**config.mk**
```make
export PLATFORM = sky130hd
export DESIGN_NAME = mvm_result_fifo
export DESIGN_NICKNAME = d
export VERILOG_FILES = /design/src/rtl/mvm_result_fifo.sv
export SDC_FILE = /design/constraint.sdc
export NUM_CORES = 1
export LEC_CHECK = 0
export ABC_AREA = 1
export CORE_UTILIZATION = 57
export CTS_CLUSTER_DIAMETER = 150
export DETAILED_ROUTE_END_ITERATION = 8
export HOLD_SLACK_MARGIN = 0.06
export PLACE_DENSITY = 0.84
export SLEW_MARGIN = 20
export SYNTH_ARGS = -nofsm -noshare
export SYNTH_HDL_FRONTEND = slang
export SYNTH_SLANG_ARGS = --single-unit
```
**constraint.sdc**
```tcl
create_clock -name clk -period 16.3 [get_ports clk]
set_clock_uncertainty 0.05 [all_clocks]
set_input_delay 1.63 -clock clk [delete_from_list [all_inputs] [get_ports clk]]
set_output_delay 1.63 -clock clk [all_outputs]
set_load 0.02 [all_outputs]
```
**src/rtl/mvm_result_fifo.sv**
```systemverilog
// Result FIFO behind the MVM NoC AXI-Stream master, drained by the host over a 4-bit Avalon-MM slave.
// Optional threshold interrupt (port irq, register 8) is built when MVM_RESULT_IRQ_EN is defined.
module mvm_result_fifo #(
  parameter int DATAW = 128,
  parameter int IDW   = 4,
  parameter int DESTW = 12,
  parameter int USERW = 75,
  parameter int DEPTH = 8,
  parameter int CNTW  = 16
) (
  input  logic             clk,
  input  logic             reset_n,
  input  logic             axis_m_tvalid,
  output logic             axis_m_tready,
  input  logic [DATAW-1:0] axis_m_tdata,
  input  logic             axis_m_tlast,
  input  logic [IDW-1:0]   axis_m_tid,
  input  logic [DESTW-1:0] axis_m_tdest,
  input  logic [USERW-1:0] axis_m_tuser,
  input  logic [3:0]       address,
  input  logic             chipselect,
  input  logic             read,
  input  logic             write,
  input  logic [31:0]      writedata,
  output logic [31:0]      readdata
`ifdef MVM_RESULT_IRQ_EN
  ,
  output logic             irq
`endif
);

  localparam int AW   = $clog2(DEPTH);
  localparam int ENTW = DATAW + 5;
  localparam logic [AW:0]     FULL_CNT = (AW+1)'(DEPTH);
  localparam logic [CNTW-1:0] CNT_MAX  = '1;

  logic [ENTW-1:0] mem_q [DEPTH];
  logic [AW-1:0]   wr_ptr_q, wr_ptr_d, rd_ptr_q, rd_ptr_d;
  logic [AW:0]     count_q, count_d;
  logic [CNTW-1:0] beats_q, beats_d;
  logic            uf_q, uf_d;
  logic [31:0]     readdata_q, rd_mux;

  logic bus_wr, bus_rd, ctl_wr, flush_cmd, pop_cmd, clr_cmd;
  logic empty, full, push, pop_ok, uf_set;
  logic [ENTW-1:0] head;

  assign bus_wr    = chipselect && write;
  assign bus_rd    = chipselect && read;
  assign ctl_wr    = bus_wr && (address == 4'd6);
  assign flush_cmd = ctl_wr && writedata[1];
  assign pop_cmd   = ctl_wr && writedata[0];
  assign clr_cmd   = ctl_wr && writedata[2];

  assign empty         = (count_q == '0);
  assign full          = (count_q == FULL_CNT);
  assign axis_m_tready = !full && !flush_cmd;
  assign push          = axis_m_tvalid && axis_m_tready;
  // Flush swallows a same-write pop entirely, so it can neither advance nor underflow.
  assign pop_ok        = pop_cmd && !flush_cmd && !empty;
  assign uf_set        = pop_cmd && !flush_cmd && empty;
  assign head          = mem_q[rd_ptr_q];

  logic unused_ok;
  assign unused_ok = ^{axis_m_tid, axis_m_tuser, axis_m_tdest[DESTW-1:4], writedata[31:3]};

  always_comb begin
    wr_ptr_d = wr_ptr_q;
    rd_ptr_d = rd_ptr_q;
    count_d  = count_q;
    beats_d  = beats_q;
    uf_d     = uf_q;
    if (flush_cmd) begin
      wr_ptr_d = '0;
      rd_ptr_d = '0;
      count_d  = '0;
    end else begin
      if (push)   wr_ptr_d = wr_ptr_q + 1'b1;
      if (pop_ok) rd_ptr_d = rd_ptr_q + 1'b1;
      case ({push, pop_ok})
        2'b10:   count_d = count_q + 1'b1;
        2'b01:   count_d = count_q - 1'b1;
        default: count_d = count_q;
      endcase
    end
    // Clear beats a same-cycle push or underflow.
    if (clr_cmd) begin
      beats_d = '0;
      uf_d    = 1'b0;
    end else begin
      if (push && beats_q != CNT_MAX) beats_d = beats_q + 1'b1;
      if (uf_set) uf_d = 1'b1;
    end
  end

`ifdef MVM_RESULT_IRQ_EN
  logic [6:0] thr_q, thr_d;
  logic       irq_q;

  always_comb begin
    thr_d = thr_q;
    if (bus_wr && address == 4'd8) thr_d = writedata[6:0];
  end

  always_ff @(posedge clk or negedge reset_n) begin
    if (!reset_n) begin
      thr_q <= 7'd1;
      irq_q <= 1'b0;
    end else begin
      thr_q <= thr_d;
      irq_q <= (7'(count_d) >= thr_d) && (thr_d != '0);
    end
  end

  assign irq = irq_q;
`endif

  always_comb begin
    rd_mux = '0;
    case (address)
      4'd0, 4'd1, 4'd2, 4'd3: if (!empty) rd_mux = head[{address[1:0], 5'b0} +: 32];
      4'd4: rd_mux = {17'b0, 7'(count_q), 5'b0, uf_q, full, !empty};
      4'd5: if (!empty) rd_mux = {27'b0, head[ENTW-1], head[DATAW+3:DATAW]};
      4'd7: rd_mux[CNTW-1:0] = beats_q;
`ifdef MVM_RESULT_IRQ_EN
      4'd8: rd_mux = {25'b0, thr_q};
`endif
      default: rd_mux = '0;
    endcase
  end

  // Storage is not reset: pointers/count clearing is what discards buffered data.
  always_ff @(posedge clk) begin
    if (push) mem_q[wr_ptr_q] <= {axis_m_tlast, axis_m_tdest[3:0], axis_m_tdata};
  end

  always_ff @(posedge clk or negedge reset_n) begin
    if (!reset_n) begin
      wr_ptr_q   <= '0;
      rd_ptr_q   <= '0;
      count_q    <= '0;
      beats_q    <= '0;
      uf_q       <= 1'b0;
      readdata_q <= '0;
    end else begin
      wr_ptr_q <= wr_ptr_d;
      rd_ptr_q <= rd_ptr_d;
      count_q  <= count_d;
      beats_q  <= beats_d;
      uf_q     <= uf_d;
      if (bus_rd) readdata_q <= rd_mux;
    end
  end

  assign readdata = readdata_q;

endmodule

```
Yosys cells after proc, flatten, opt, wreduce, memory -nomap -nowiden
Memories as Yosys holds them, arrays and structs flattened.
Cells that the tools add are included.
W data, S select, Z words.
{ "totals": {"register_bits": 59, "latchBits": 0, "mem_bits_rw": 1064, "rom_bits": 0, "inputBits": 262, "output_inout_bits": 33, "elab_cells": 63, "mem_count": 1} }
{ "mem_list": {"columns": ["memory", "depth", "width", "rd", "rd_ports_with_merged_regs", "write_ports", "line", "rtl"], "rows": [
  ["mem_q", 8, 133, 1, 0, 1, "37", "logic [ENTW-1:0] mem_q [DEPTH];"]
]} }
{ "classes": {"n_addsub": 5, "n_mul": 0, "div": 0, "n_lt_le_gt_ge": 0, "n_eq_ne": 11, "shifts": 1, "n_mux": 16, "bitwise_logic": 0, "n_reduce_logical": 23} }
{ "ops": {"columns": ["cell", "n"], "rows": [
  ["$shiftx A133 B8 Y32", 1],
  ["$pmux W16 S4", 1],
  ["$mux W16", 2],
  ["$mux W32", 1],
  ["$pmux W16 S2", 1],
  ["$add A16 B1 Y16 const B", 1],
  ["$eq A4 B3 Y1 const B", 4],
  ["$ne A16 B16 Y1 const B", 1],
  ["$logic_and A1 B1 Y1", 12],
  ["$mux W3", 4],
  ["$eq A4 B2 Y1 const B", 2],
  ["$logic_not A4 Y1", 2],
  ["$pmux W4 S2", 1],
  ["$reduce_bool A2 Y1", 4],
  ["$add A3 B1 Y3 const B", 2],
  ["$mux W5", 1],
  ["$add A4 B1 Y4 const B", 1],
  ["$eq A4 B1 Y1 const B", 1],
  ["$eq A4 B4 Y1 const B", 1],
  ["$mux W1", 4],
  ["$mux W4", 1],
  ["$reduce_or A4 Y1", 1],
  ["$sub A4 B1 Y4 const B", 1],
  ["$logic_not A1 Y1", 3],
  ["other kinds (3)", 3]
]} }

Depth between registers and ports, before layout
{ "depth": {"word_depth": 9, "ltp_mapped": 18, "mapped_depth_nobuf": 18} }

Worst setup path before layout
No wires, ideal clock.
{ "synth_timing": {"path_kind": "input to register", "from": "in address[0]", "to": "mem mem_q[0][0] in the netlist's numbering, enable pin", "setup_ns": 0.627, "arrival_ns": 7.813, "required_ns": 15.623, "slack_ns": 7.811, "path_stages": 8, "path_buffers": 0, "cell_sequence": "inv_1 nand2_1 nor2_1 nand3_2 nand3_2 inv_1 nand2_1 nor2_1"} }
{ "synth_between": {"elab_chain_cells": 8} }
{ "synth_rtl": {"columns": ["element", "line", "rtl"], "rows": [
  ["start: declaration", "20", "input logic [3:0] address,"],
  ["$eq A4 B3 Y1", "50", "assign ctl_wr = bus_wr && (address == 4'd6);"],
  ["$logic_and A1 B1 Y1", "50", null],
  ["$logic_and A1 B1 Y1", "51", "assign flush_cmd = ctl_wr && writedata[1];"],
  ["$logic_not A1 Y1", "57", "assign axis_m_tready = !full && !flush_cmd;"],
  ["$logic_and A1 B1 Y1", "57", null],
  ["$logic_and A1 B1 Y1", "58", "assign push = axis_m_tvalid && axis_m_tready;"],
  ["$mux W1", "134", "if (push) mem_q[wr_ptr_q] <= {axis_m_tlast, axis_m_tdest[3:0], axis_m_tdata};"],
  ["$mux W1 (implied by the code)", "134", null],
  ["end: declaration", "37", null]
]} }
No other way between the ends.

Worst setup path after layout
{ "layout_timing": {"from": "in address[0]", "to": "mem mem_q[4][112] in the netlist's numbering, enable pin"} }
The elaborated chain is that of the path after synthesis.

==> summary.txt <==
Route
  • DRT Pass-1 Iters: 6
  • Vias: 31,088
  • Starting DRC count in detailed routing: 4,022
  • DRC Markers: 0
  • Routed WL: 114,100 um
  • Final ANT Viol Nets: 0
  • Vias per Instance: 5.904
  • Per-cell routed wire length: 21.68 um

Pwr
  • Worst IR Drop VDD: 0.1378 mV
  • PwrDens: 153.3 mW/mm^2
  • Leakage: 19.36 nW

GRT
  • Gr usage total: 27.39%
  • Vias in the first global route: 30,275
  • Initial antenna violation count: 24
  • First-pass GRT wire length: 171,300 um
  • Largest net degree at the start of global routing: 233
  • Remaining Overflow, GRT: 0

Timing
  • Setup repair after global routing missed its margin: false
  • Slew Limit Fails: 0
  • Maximum operating frequency: 169.7 MHz
  • Fin crit share: 36.16%
  • Slew headroom: 10.17%
  • Final Hold Fails: 0
  • Final Setup Violations: 0
  • Minimum clock period: 5.894 ns
  • Setup_tns: 0 ns
  • Worst Tran Pin Value: 1.347 ns

Floorplanning
  • Initial Util: 57.61%
  • I/O pin cnt: 295
  • Die W: 287.3 um
  • Die H: 287.3 um
  • Die Area: 0.08255 mm^2
  • Core box area: 0.08055 mm^2
  • # rows: 104

Clocking
  • CTS Hold Bufs: 0
  • CTS tree: yes
  • Inserted Clock Buffers: 105
  • Skew-Pair Late Insertion Delay: 0.68 ns
  • Sink Count: 1,123
  • Post CTS Setup Buffer Count: 0
  • # H-tree levels: 3
  • Max Buffers Root-to-Sink: 3
  • Reg clk slew, reported paths: 0.06 ns
  • Post-CTS sizing: 0
  • Clock Tree Root: clkbuf_16

Hold path
  • Worst Hold Class: reg -> reg
  • Hold path cells: 2

Place
  • IO buf count: 178
  • Placed Instances: 5,057
  • Final HPWL DP: 57,860 um
  • Routability cong.: 0.8823

Synth
  • Synth Cell Area: 0.04640 mm^2
  • Post-Syn Instances: 4,006
  • Yosys cell types: 35
  • Flops & latches, synth: 1,123
  • Sequential area share after synthesis: 72.04%
  • Mapped Avg Cell Area: 11.58 um^2
  • Synthesis Warnings: 0
  • Post-Syn Nets: 4,272

Run
  • Max cap viols: 0

Setup path
  • Startpoint types: primary input
  • CP required: 16.54 ns
  • Reg2reg path depth: 8
  • Crit. End Element: flop
  • Worst setup path class: in -> reg
  • Top fanout value on the critical path: 58
  • Critical Path AT: 6.13 ns

Finish
  • Share of layout cells above drive strength 1: 5.505%
  • Nets: 4,370
  • Non-Filler Instances: 5,266
  • Area Overhead vs Synth: 12.66%

Run status
  • Status: complete, no violations
## power by group
group          total (W)  leakage, nW  switching, W  internal, W
Clock            0.00253         1.76       0.00104      0.00149
Combinational    0.00175         7.16       0.00128     0.000476
Sequential       0.00373         10.4      0.000144      0.00359
## layout by cell type, fill, tap and decap left out, types with 80 or more instances in the layout
cell,instances
clkbuf_16,107
clkdlybuf4s50_1,177
edfxtp_1,1064
inv_1,298
nand2_1,904
nand3_1,418
nor2_1,476
o211ai_1,130
o21ai_0,262
o21ai_1,80
## critical path, cell delays in order
cell,delay (ns)
clkdlybuf4s50_1,0.55
inv_1,0.11
nand2_1,0.09
nor2_1,0.07
nand3_2,0.18
nand3_2,0.26
inv_1,0.21
nand2_1,0.28
nor2_4,0.81
buf_4,0.91
buf_4,0.85
## cells in the mapped netlist, drive strengths merged
master / instances / area share, %
a21oi: 5 / 0.054
a31oi: 2 / 0.040
buf: 147 / 2.2
clkbuf: 82 / 0.66
clkinv: 1 / 0.0081
dfrtp: 59 / 3.2
edfxtp: 1064 / 69
ha: 4 / 0.11
inv: 305 / 2.5
nand2: 906 / 7.3
nand3: 421 / 4.6
nand3b: 7 / 0.11
nand4: 13 / 0.18
nor2: 491 / 4.0
nor3: 8 / 0.097
nor4: 1 / 0.013
o211ai: 130 / 2.1
o21ai: 342 / 3.7
o221ai: 6 / 0.11
o22ai: 2 / 0.027
xnor2: 3 / 0.057
xor2: 7 / 0.13
## layout make-up
| class | count | area (um^2) |
|---|---|---|
| flip-flops and latches | 1123 | 33440 |
| fillers | 5317 | 28270 |
| multi-input cells | 2348 | 10580 |
| clock buffers | 136 | 2856 |
| repair buffers | 220 | 2130 |
| well taps | 1060 | 1326 |
| inverters | 306 | 1169 |
| clock inverters | 63 | 747.0 |
| diodes | 10 | 25.02 |
## logic make-up after synthesis
logic type	Yosys count	synth area share [%]
and+or+nand+nor	1847	16.32
adders and majority gates	4	0.1079
AOI/OAI and AO/OA	487	6.027
buffers and inverters	535	5.312
xor gates and xnor gates	10	0.1888
DFF	1123	72.04
## layer usage
metal	global-route usage, %	up-vias	wire [um]
li1	-	14013	-
met5	0	-	203
met3	6.730	310	12790
met4	13.06	30	4421
met1	35.07	14925	41560
met2	44.06	1810	55170
## flip-flops by register name, summed over array words and instances, names as in the netlist
name      flops
readdata     32
wr_ptr_q      3
mem_q      1064
count_q       4
uf_q          1
rd_ptr_q      3
beats_q      16
## path summary, 6_finish.rpt
| kind | to | slack, ns | start |
|---|---|---|---|
| max | mem_q[4][112]$_DFFE_PP_ | 10.41 | address[0] |
| min | readdata[8]$_DFFE_PN0P_ | 0.43 | readdata[8]$_DFFE_PN0P_ |
| max reg2reg | mem_q[4][112]$_DFFE_PP_ | 11.67 | count_q[2]$_DFFE_PN0P_ |
| min reg2reg | readdata[8]$_DFFE_PN0P_ | 0.43 | readdata[8]$_DFFE_PN0P_ |
| max in group asynchronous | rd_ptr_q[1]$_DFFE_PN0P_ | 14.41 | reset_n |
| min in group asynchronous | readdata[13]$_DFFE_PN0P_ | 1.10 | reset_n |
## through the flow
| stage | utilization (%) | setup slack (ns) | hold slack [ns] | power, W | cell area, um^2 |
|---|---|---|---|---|---|
| after global placement | 60.39 | 9.852 | 0.4144 | 0.005400 | 48640 |
| after global routing | 64.89 | 10.19 | 0.4517 | 0.008325 | 52270 |
| after detailed placement | 60.39 | 9.763 | 0.4146 | 0.005485 | 48640 |
| final | 64.90 | 10.41 | 0.4273 | 0.008016 | 52270 |
| after floorplan | - | 7.811 | 0.4133 | 0.005034 | 46400 |
| after CTS | 64.86 | 10.44 | 0.4314 | 0.008000 | 52240 |
Note: power is estimated with default switching activity, not from simulation.
